--- config.mk ---
export PLATFORM = sky130hd
export DESIGN_NAME = cpu_out_hex_display
export DESIGN_NICKNAME = d
export VERILOG_FILES = /design/src/rtl/display_pkg.sv /design/src/rtl/hex_to_seg7.sv /design/src/rtl/cpu_out_hex_display.sv
export SDC_FILE = /design/constraint.sdc
export NUM_CORES = 1
export LEC_CHECK = 0
export CAP_MARGIN = 25
export CORE_MARGIN = 2
export CORE_UTILIZATION = 45
export DETAILED_ROUTE_END_ITERATION = 7
export DONT_BUFFER_PORTS = 1
export PLACE_DENSITY_LB_ADDON = 0.15
export SLEW_MARGIN = 20
export SYNTH_ARGS = -nofsm -noshare
export SYNTH_HDL_FRONTEND = slang
export SYNTH_SLANG_ARGS = --single-unit
--- constraint.sdc ---
create_clock -name clk -period 3.3 [get_ports clk]
set_input_delay 0.66 -clock clk [delete_from_list [all_inputs] [get_ports clk]]
set_output_delay 0.66 -clock clk [all_outputs]
set_load 0.01 [all_outputs]
--- src/rtl/display_pkg.sv ---
// Shared constants for the CPU output hex display: digit geometry and
// active-low seven-segment patterns ({g,f,e,d,c,b,a}).
package display_pkg;

  localparam int unsigned NUM_DIGITS = 4;
  localparam int unsigned DIG_W      = $clog2(NUM_DIGITS);
  localparam int unsigned NIB_W      = 4;
  localparam int unsigned SEG_W      = 7;
  localparam int unsigned DATA_W     = NUM_DIGITS * NIB_W;
  localparam int unsigned UPD_W      = 8;

  localparam logic [SEG_W-1:0]      SEG_BLANK = 7'h7F;
  localparam logic [NUM_DIGITS-1:0] AN_OFF    = 4'hF;

  localparam logic [SEG_W-1:0] SEG_0 = 7'h40;
  localparam logic [SEG_W-1:0] SEG_1 = 7'h79;
  localparam logic [SEG_W-1:0] SEG_2 = 7'h24;
  localparam logic [SEG_W-1:0] SEG_3 = 7'h30;
  localparam logic [SEG_W-1:0] SEG_4 = 7'h19;
  localparam logic [SEG_W-1:0] SEG_5 = 7'h12;
  localparam logic [SEG_W-1:0] SEG_6 = 7'h02;
  localparam logic [SEG_W-1:0] SEG_7 = 7'h78;
  localparam logic [SEG_W-1:0] SEG_8 = 7'h00;
  localparam logic [SEG_W-1:0] SEG_9 = 7'h10;
  localparam logic [SEG_W-1:0] SEG_A = 7'h08;
  localparam logic [SEG_W-1:0] SEG_B = 7'h03;
  localparam logic [SEG_W-1:0] SEG_C = 7'h46;
  localparam logic [SEG_W-1:0] SEG_D = 7'h21;
  localparam logic [SEG_W-1:0] SEG_E = 7'h06;
  localparam logic [SEG_W-1:0] SEG_F = 7'h0E;

  // Active-low one-hot anode enable for a digit index.
  function automatic logic [NUM_DIGITS-1:0] digit_enable(input logic [DIG_W-1:0] idx);
    return ~(NUM_DIGITS'(1) << idx);
  endfunction

endpackage

--- src/rtl/hex_to_seg7.sv ---
// Combinational hex nibble to active-low seven-segment pattern decoder.
module hex_to_seg7
  import display_pkg::*;
(
  input  logic [NIB_W-1:0] nibble,
  output logic [SEG_W-1:0] pattern_c
);

  always_comb begin
    pattern_c = SEG_BLANK;
    case (nibble)
      4'h0: pattern_c = SEG_0;
      4'h1: pattern_c = SEG_1;
      4'h2: pattern_c = SEG_2;
      4'h3: pattern_c = SEG_3;
      4'h4: pattern_c = SEG_4;
      4'h5: pattern_c = SEG_5;
      4'h6: pattern_c = SEG_6;
      4'h7: pattern_c = SEG_7;
      4'h8: pattern_c = SEG_8;
      4'h9: pattern_c = SEG_9;
      4'hA: pattern_c = SEG_A;
      4'hB: pattern_c = SEG_B;
      4'hC: pattern_c = SEG_C;
      4'hD: pattern_c = SEG_D;
      4'hE: pattern_c = SEG_E;
      4'hF: pattern_c = SEG_F;
      default: pattern_c = SEG_BLANK;
    endcase
  end

endmodule

--- src/rtl/cpu_out_hex_display.sv ---
// Captures the CPU out bus and scans it onto a 4-digit common-anode
// seven-segment display; also counts value changes for a debug LED.
module cpu_out_hex_display
  import display_pkg::*;
#(
  parameter int unsigned REFRESH_DIV = 50000,
  parameter bit          LZ_BLANK    = 1'b0
) (
  input  logic              clk,
  input  logic              reset,
  input  logic [DATA_W-1:0] data_in,
  input  logic              data_valid,
  output logic [SEG_W-1:0]  seg,
  output logic              dp,
  output logic [NUM_DIGITS-1:0] an,
  output logic [UPD_W-1:0]  update_count
);

  localparam int unsigned REF_W = (REFRESH_DIV > 1) ? $clog2(REFRESH_DIV) : 1;
  localparam logic [REF_W-1:0] REF_LAST = REF_W'(REFRESH_DIV - 1);

  logic [DATA_W-1:0] disp_q;
  logic [REF_W-1:0]  refresh_cnt;
  logic [DIG_W-1:0]  digit_idx;

  logic [NIB_W-1:0]  nibble_c;
  logic [DATA_W-1:0] upper_c;
  logic              blank_c;
  logic [SEG_W-1:0]  pattern_c;
  logic              wrap_c;

  assign dp     = 1'b1;
  assign wrap_c = (refresh_cnt == REF_LAST);

  // Capture register and saturating change counter.
  always_ff @(posedge clk or negedge reset) begin
    if (!reset) begin
      disp_q       <= '0;
      update_count <= '0;
    end else if (data_valid) begin
      disp_q <= data_in;
      if ((data_in != disp_q) && (update_count != '1)) begin
        update_count <= update_count + UPD_W'(1);
      end
    end
  end

  // Refresh timer and digit scan index.
  always_ff @(posedge clk or negedge reset) begin
    if (!reset) begin
      refresh_cnt <= '0;
      digit_idx   <= '0;
    end else if (wrap_c) begin
      refresh_cnt <= '0;
      digit_idx   <= digit_idx + DIG_W'(1);
    end else begin
      refresh_cnt <= refresh_cnt + REF_W'(1);
    end
  end

  // Digit mux; a digit is a leading zero when it and everything above it is zero.
  always_comb begin
    nibble_c = disp_q[NIB_W * 32'(digit_idx) +: NIB_W];
    upper_c  = disp_q >> (NIB_W * 32'(digit_idx));
    blank_c  = LZ_BLANK && (digit_idx != '0) && (upper_c == '0);
  end

  hex_to_seg7 u_dec (
    .nibble    (nibble_c),
    .pattern_c (pattern_c)
  );

  // seg and an share one register stage so a digit switch is glitch-free.
  always_ff @(posedge clk or negedge reset) begin
    if (!reset) begin
      seg <= SEG_BLANK;
      an  <= AN_OFF;
    end else if (blank_c) begin
      seg <= SEG_BLANK;
      an  <= AN_OFF;
    end else begin
      seg <= pattern_c;
      an  <= digit_enable(digit_idx);
    end
  end

endmodule

Word level (Yosys, flattened, before mapping). Memories as Yosys holds them, arrays and structs flattened. A register that Yosys moved wholly into a read port is not among the register bits. Cells that the tools add are included.

Bits in registers: 46. Memory bits (read-only): 112. Output and inout port bits: 20. Memories: 1.

Add/subtract/negate cells: 3. Equality and inequality tests: 3. Shifts and indexed selects: 2. Muxes and demuxes: 1. Bitwise logic cells: 1. Reduce and logical (&&, ||, !) cells: 3.

Memories: (no name shown) (depth 16, width 7, read ports 1, clocked after Yosys merged registers in 1, wr ports 0, RTL line hex_to_seg7.sv:11) `case (nibble)`.

Operators with widths (number): adder 16 x 1 -> 16 bit, second input constant (1); == test 16 bit, second input constant (1); two-way mux 16 bit (1); != test 16 bit (1); variable part select 16 x 5 -> 4 bit (1); adder 8 x 1 -> 8 bit, second input constant (1); != test 8 bit, second input constant (1); inverter 4 bit (1); left shift 1 x 2 -> 4 bit, first input constant (1); adder 2 x 1 -> 2 bit, second input constant (1); AND reduction 2 bit (1); logical AND 1 bit (1); logical NOT 1 bit (1).

Depth between registers and ports, before layout. Gate-level depths: netlist (run 1).

Depth after elaboration: 3. Gate-level depth with buffers: 7.

Hierarchy. Synthesis (run 1) repeated with hierarchy kept, for this count alone.

Cell total of the unflattened synthesis: 223. Area total of the unflattened synthesis: 2720.1 um^2.

By module, submodules not included: cpu_out_hex_display (times used 1, cells an instance 190, area an instance 2446.1 um^2, sequential area each 1340.0 um^2); hex_to_seg7 (times used 1, cells an instance 33, area an instance 274.0 um^2, sequential area each 0.0 um^2).

Least setup slack after synthesis (run 1). OpenSTA, ideal clock, no wires.

Kind: flip-flop to flip-flop. Start: register digit_idx[0]. End: register seg[3]. Library setup time: 94 ps. Arrival: 1853 ps. Required time: 3206 ps. Slack: 1353 ps. Cell stages (with the launch flop): 7. Path buffers: 1. Path through: dfrtp_1 -> buf_6 -> mux4_1 -> inv_1 -> ha_1 -> inv_1 -> mux4_2.

Cells in the longest elaborated chain, start to end: 1.

Ends and longest elaborated chain: from (decl) (RTL line cpu_out_hex_display.sv:24) `logic [DIG_W-1:0] digit_idx;`; from (signal assigned) (RTL line cpu_out_hex_display.sv:55) `digit_idx <= digit_idx + DIG_W'(1);`; variable part select 16 x 5 -> 4 bit (RTL line cpu_out_hex_display.sv:63) `nibble_c = disp_q[NIB_W * 32'(digit_idx) +: NIB_W];`; to (decl) (RTL line cpu_out_hex_display.sv:13) `output logic [SEG_W-1:0] seg,`.

Every way passes these cells. A chain may end at the register's enable or synchronous reset.

Worst setup path after layout (run 1). Same ends and word-level chain as after synthesis.

==> reports/metrics.yaml, run 1 <==
pwr:
  cellPowerDensity_nw_per_um2: 541
  p_leak_uw: 0.00123
  vdd_ir_drop_max_v: 0.000294
global_routing:
  antenna_found_initial: 0
  grt_pass1_wl_mm: 7.56
  grt_pass1_vias: 1521
  overflow: 0
  grt_max_degree: 54
  globalRouteTotalUtil_pct: 15.2
die:
  fp.coreArea_um2: 5850
  fp-row-count: 28
  die_w_um: 81.3
  dieArea_um2: 6620
  die_h_um: 81.3
  io_pins: 39
  initial_core_util_pct: 46.0
final_layout:
  final_common_cell: "dfrtp_1"
  fin_cells: 296
  antenna_cells: 0
  final_cell_mix: "dfrtp_1 (42), xnor2_1 (21), mux2_2 (20)"
  regArea_um2: 1340
  multi_input_area_um2: 1270
  fill_cells: 517
  area_growth_pct: 7.21
  nets: 251
  drive_gt1_share_pct: 20.4
flow_run:
  max_cap_viol_count: 0
clock_tree:
  postCtsSetupBuffers: 0
  cts_hold_buf: 0
  h-tree-depth: 2
  clock_path_buffers: 2
  cts_tree: "built"
  cts_resized: 0
  insertion_delay_ps: 310
  cts.clk_slew.worst_paths_ps: 100
  cts_root_buf: "clkbuf_8"
  clock_sinks: 53
  cts_buffers: 5
critical_path:
  worst_ep_required_time_ps: 3530
  max_stage_delay_ps: 720
  crit_path_frequent_cell: "inv_1"
  cp.arrival_ps: 2350
  crit_slowest_cell: "mux4_1"
  cp-start-kind: "register"
  timing_worst_setup_path_type: "register to register"
  path_cells: "mux4_1 > inv_1 > ha_1 > inv_1 > mux4_2"
  setup.worst_path.end_class: "register"
  cp_max_fo: 7
sta:
  fmax_mhz: 472
  fin_crit_ps: 2120
  slew_violations: 0
  setup_viol: 0
  worstMarginPinSlew_ps: 740
  hold_viol: 0
  rsz0062_at_grt: "false"
  finalSetupTns_ps: 0
  fin_skew_ps: 7.31
  fin_crit_sh_pct: 64.2
  slew_headroom_pct: 50.3
drt:
  drc: 0
  drt_first_pass_iters: 4
  viasPerCell: 5.17
  drtAntennaViolNets: 0
  wl_mm: 4.48
  wl_per_cell_um: 15.1
  num_vias: 1529
  drt_iter0_markers: 57
logic_synthesis:
  synth_cell_types: 36
  ys_warn_count: 0
  async_flop_share_pct: 100
  synth_top_area_share_pct: 39.1
  synth_area_um2: 2690
  ys_ff_latch: 53
  yosys.area.top_type: "dfrtp_1"
  ys_seq_area_share_pct: 49.8
  synthFlopType: "dfrtp_1"
  synth_area_leaders: "dfrtp_1 (39%), dfstp_2 (11%), mux2_2 (8.4%), xnor2_1 (6.8%), ha_1 (5.6%)"
  postSynthNetCount: 249
  syn_inst: 218
  synth.avg_cell_area_um2: 12.3
  synth_edf_count: 0
place:
  finalWeightedCongestion: 0.791
  hpwl_mm: 3.27
  placed_cells: 288
  io_buffers: 0
outcome:
  status: "finished clean"
worst_hold_path:
  hp-class: "input pin to async pin"
-- cell usage after synthesis (4+ instances only) --
cell,n
nand3_1,8
xnor2_1,21
nand2_1,10
nand4_1,8
ha_1,12
mux2_2,20
o21ai_0,4
nor2_1,11
and4_1,4
dfstp_2,11
xor2_1,15
nor3_1,4
dfrtp_1,42
inv_1,10
-- registers in the layout, indices dropped and copies added (netlist names) --
| register | count |
|---|---|
| digit_idx | 2 |
| seg | 7 |
| update_count | 8 |
| an | 4 |
| disp_q | 16 |
| refresh_cnt | 16 |
-- metrics by stage --
| stage | power, uW | setup slack (ps) | area (um2) | hold slack, ps | utilization (%) |
|---|---|---|---|---|---|
| finish | 1560 | 1180 | 2890 | 32.5 | 49.3 |
| global route | 1660 | 1010 | 2890 | 1.69 | 49.3 |
| CTS | 1580 | 1150 | 2890 | 19.2 | 49.3 |
| detailed placement | 1060 | 1170 | 2750 | 366 | 47.0 |
| global placement | 1050 | 1200 | 2750 | 366 | 47.0 |
| floorplan | 1010 | 1350 | 2690 | 364 | - |
-- worst max-delay path, delay by kind of cell (launching register included) --
family     cells  cell delay [ps]
fa+ha+maj      1              140
buf+inv        2              200
flops          1              540
mux            2             1160
-- area by class of cell --
cell class	count	share of cell area (%)
Clock buffer	5	2.39
Clock inverter	3	2.39
Inverter	10	1.30
Multi-Input combinational cell	149	44.0
Sequential cell	53	46.4
Tap cell	75	3.25
Timing Repair Buffer	1	0.260
-- power by group --
part	total, uW	internal (uW)	switching (uW)
sequential	848	740	109
clock	522	305	217
combinational	192	110	81.1
-- layer usage --
layer	wire length, um	track usage, %	vias to the layer above
met5	0	0	-
li1	-	-	754
met1	2200	21.9	740
met4	68	5.25	0
met3	244	4.33	6
met2	1970	21.7	29
-- worst paths after layout --
check,from,to,slack (ps),depth (start not counted)
max in group asynchronous,reset,an[3],3080,0
worst max register to register,digit_idx[0],seg[3],1180,5
worst max-delay path,digit_idx[0],seg[3],1180,5
min in group clk,data_in[2],disp_q[2],490,1
worst min register to register,refresh_cnt[13],refresh_cnt[13],500,1
worst min-delay path,reset,disp_q[8],30,0
-- kinds of logic (layout without fill, tap and decap cells) --
family	count (synthesis)	count (layout)	share of synthesized area (%)
buf+inv	16	19	3.07
xor+xnor	36	36	11.7
flops	53	53	49.8
other cells	1	1	0.139
compound gates	9	9	1.95
mux	27	27	13.6
fa+ha+maj	12	12	5.58
simple gates	64	64	14.2
Note: power is estimated with default switching activity, not from simulation.
==> run 2: changes to the inputs <==
clock period = 2.05 ns   (was 3.3 ns; I/O delays follow)
==> run 2 against run 1 <==
  * Worst hold slack improved by 210 ps
  * Setup slack lost 1000 ps
  * Count of clock-buffer cells in the layout is 1 higher
  * Clock power grew 45%
  * Combinational power increased by 79%
  * Register-to-register slack lost 1000 ps
  * Sequential share of layout area is 0.91 points lower
  * Power grew 58%
  * Clock skew about the same
  * Wire length increased by 5.8%
  * Critical endpoint unchanged
  * Highest routed layer unchanged
==> reports/metrics.yaml, run 2 (synthesized netlist as in run 1, its figures left out) <==
outcome:
  status: "finished clean"  # unchanged
place:
  placed_cells: 294  # was 288
  finalWeightedCongestion: 0.757  # was 0.791
  place_area_um2: 2790  # was 2750 um2
  io_buffers: 0  # unchanged
  hpwl_mm: 3.37  # was 3.27 mm
clock_tree:
  cts_tree: "built"  # unchanged
  clock_path_buffers: 2  # unchanged
  insertion_delay_ps: 310  # about the same
  cts_buffers: 5  # unchanged
  cts.clk_slew.worst_paths_ps: 100  # about the same
  postCtsSetupBuffers: 0  # unchanged
  clock_sinks: 53  # unchanged
  cts_root_buf: "clkbuf_8"  # unchanged
  h-tree-depth: 2  # unchanged
sta:
  fin_crit_ps: 1890  # was 2120 ps
  slew_violations: 0  # unchanged
  finalSetupTns_ps: 0  # unchanged
  fmax_mhz: 528  # was 472 MHz
  setup_viol: 0  # unchanged
  hold_viol: 0  # unchanged
  fin_skew_ps: 7.43  # was 7.31 ps
  rsz0062_at_grt: "false"  # unchanged
  fin_crit_sh_pct: 92.4  # was 64.2%
drt:
  drtAntennaViolNets: 0  # unchanged
  drc: 0  # unchanged
  wl_mm: 4.74  # was 4.48 mm
  num_vias: 1586  # was 1529
  drt_first_pass_iters: 4  # unchanged
  wl_per_cell_um: 15.6  # was 15.1 um
  drt_iter0_markers: 59  # was 57
  viasPerCell: 5.22  # was 5.17
worst_hold_path:
  hold_path_depth: 1
  hp-class: "input pin to register"  # was input pin to async pin
  hold_path.startpoint: "data_in[3]"
  min_to: "disp_q[3]"
global_routing:
  grt_pass1_wl_mm: 8.17  # was 7.56 mm
  grt_busiest_layer: "met2"  # was met1
  overflow: 0  # unchanged
  met2_usage_pct: 25.0  # was 21.7%
  grt_pass1_vias: 1645  # was 1521
  grt_util_met3_pct: 4.00  # was 4.33%
  grt_max_degree: 54  # unchanged
  antenna_found_initial: 0  # unchanged
  met1_usage_pct: 22.5  # was 21.9%
  globalRouteTotalUtil_pct: 16.2  # was 15.2%
die:
  die_h_um: 81.3  # unchanged
  fp.coreArea_um2: 5850  # unchanged
  fp-row-count: 28  # unchanged
  initial_core_util_pct: 46.0  # unchanged
  dieArea_um2: 6620  # unchanged
  die_w_um: 81.3  # unchanged
  io_pins: 39  # unchanged
final_layout:
  final_cell_mix: "dfrtp_1 (42), xnor2_1 (21), mux2_2 (20)"  # unchanged
  nets: 259  # was 251
  reg_top3: "disp_q: 16 flops, refresh_cnt: 16 flops, update_count: 8 flops"  # unchanged
  final_common_cell: "dfrtp_1"  # unchanged
  antenna_cells: 0  # unchanged
  fin_cells: 304  # was 296
  area_growth_pct: 9.34  # was 7.21%
  design_area_um2: 2940  # was 2890 um2
  drive_gt1_share_pct: 23.6  # was 20.4%
pwr:
  cellPowerDensity_nw_per_um2: 838  # was 541 nW/um2
  vdd_ir_drop_max_v: 0.000326  # was 0.000294 V
  p_leak_uw: 0.00126  # was 0.00123 uW
critical_path:
  timing_worst_setup_path_type: "register to register"  # unchanged
  cp.arrival_ps: 2130  # was 2350 ps
  r2r_start: "digit_idx[0]"  # unchanged
  cp_max_fo: 6  # was 7
  setup.worst_path.end_class: "register"  # unchanged
  r2r-end: "seg[3]"  # unchanged
  cp-start-kind: "register"  # unchanged
  r2r_cells: 5  # unchanged
  worst_ep_required_time_ps: 2280  # was 3530 ps
  reg2reg_slack_ps: 160  # was 1180 ps
flow_run:
  max_cap_viol_count: 0  # unchanged
## run 2: changes by cell type in the layout (fill, tap and decap cells not counted), sizes merged
| cell | change |
|---|---|
| inv | -1 |
| bufinv | -1 |
| clkbuf | +1 |
| buf | +7 |
| clkinvlp | +1 |
| dlygate4sd3 | +1 |
## run 2: what timing repair did
item / 4_1_cts / 5_1_grt
endpoints found under the hold margin: 53 / 0
hold buffers: 2 / 0
setup endpoints to repair: 0 / 2
resized for setup: 0 / 2
## run 2: area by class of cell
type | count | area (um2)
Tap cell | 75 | 93.8
Clock buffer | 6 | 82.6
Timing Repair Buffer | 9 | 90.1
Inverter | 10 | 37.5
Fill cell | 515 | 2910
Sequential cell | 53 | 1340
Clock inverter | 2 | 37.5
Multi-Input combinational cell | 149 | 1260
## run 2: worst max path at each step
| stage | start | to | cells after the start |
|---|---|---|---|
| after global placement | digit_idx[0] | seg[3] | 5 |
| after detailed placement | digit_idx[0] | seg[3] | 5 |
| final | digit_idx[0] | seg[3] | 5 |
| after floorplan | digit_idx[0] | seg[3] | 6 |
| after global routing | digit_idx[0] | seg[3] | 5 |
| after CTS | digit_idx[0] | seg[3] | 5 |
## run 2: critical path, cell delays in order, from the launching register on
cell     delay, ps
dfrtp_1        440
mux4_2         590
inv_1          150
ha_1           130
inv_1           50
mux4_2         450
## run 2: layer usage
layer	wire (um)	share of wire, %
met3	249	5.3
met5	0	0
met2	2130	45
met1	2300	49
met4	56	1.2
## run 2: where the power goes
group	switching (uW)	leakage (uW)	internal [uW]
Sequential	178	0.000639	1190
Clock	357	0.0000574	398
Combinational	155	0.000569	187
## run 2: per-stage QoR
step	worst slack, ps	hold slack (ps)	total power [uW]	utilization [%]
floorplan	103	114	1630	-
global route	34.2	225	2610	50.3
detailed placement	84.0	117	1710	47.7
global placement	132	116	1700	47.7
CTS	48.6	229	2500	50.4
finish	155	243	2470	50.3
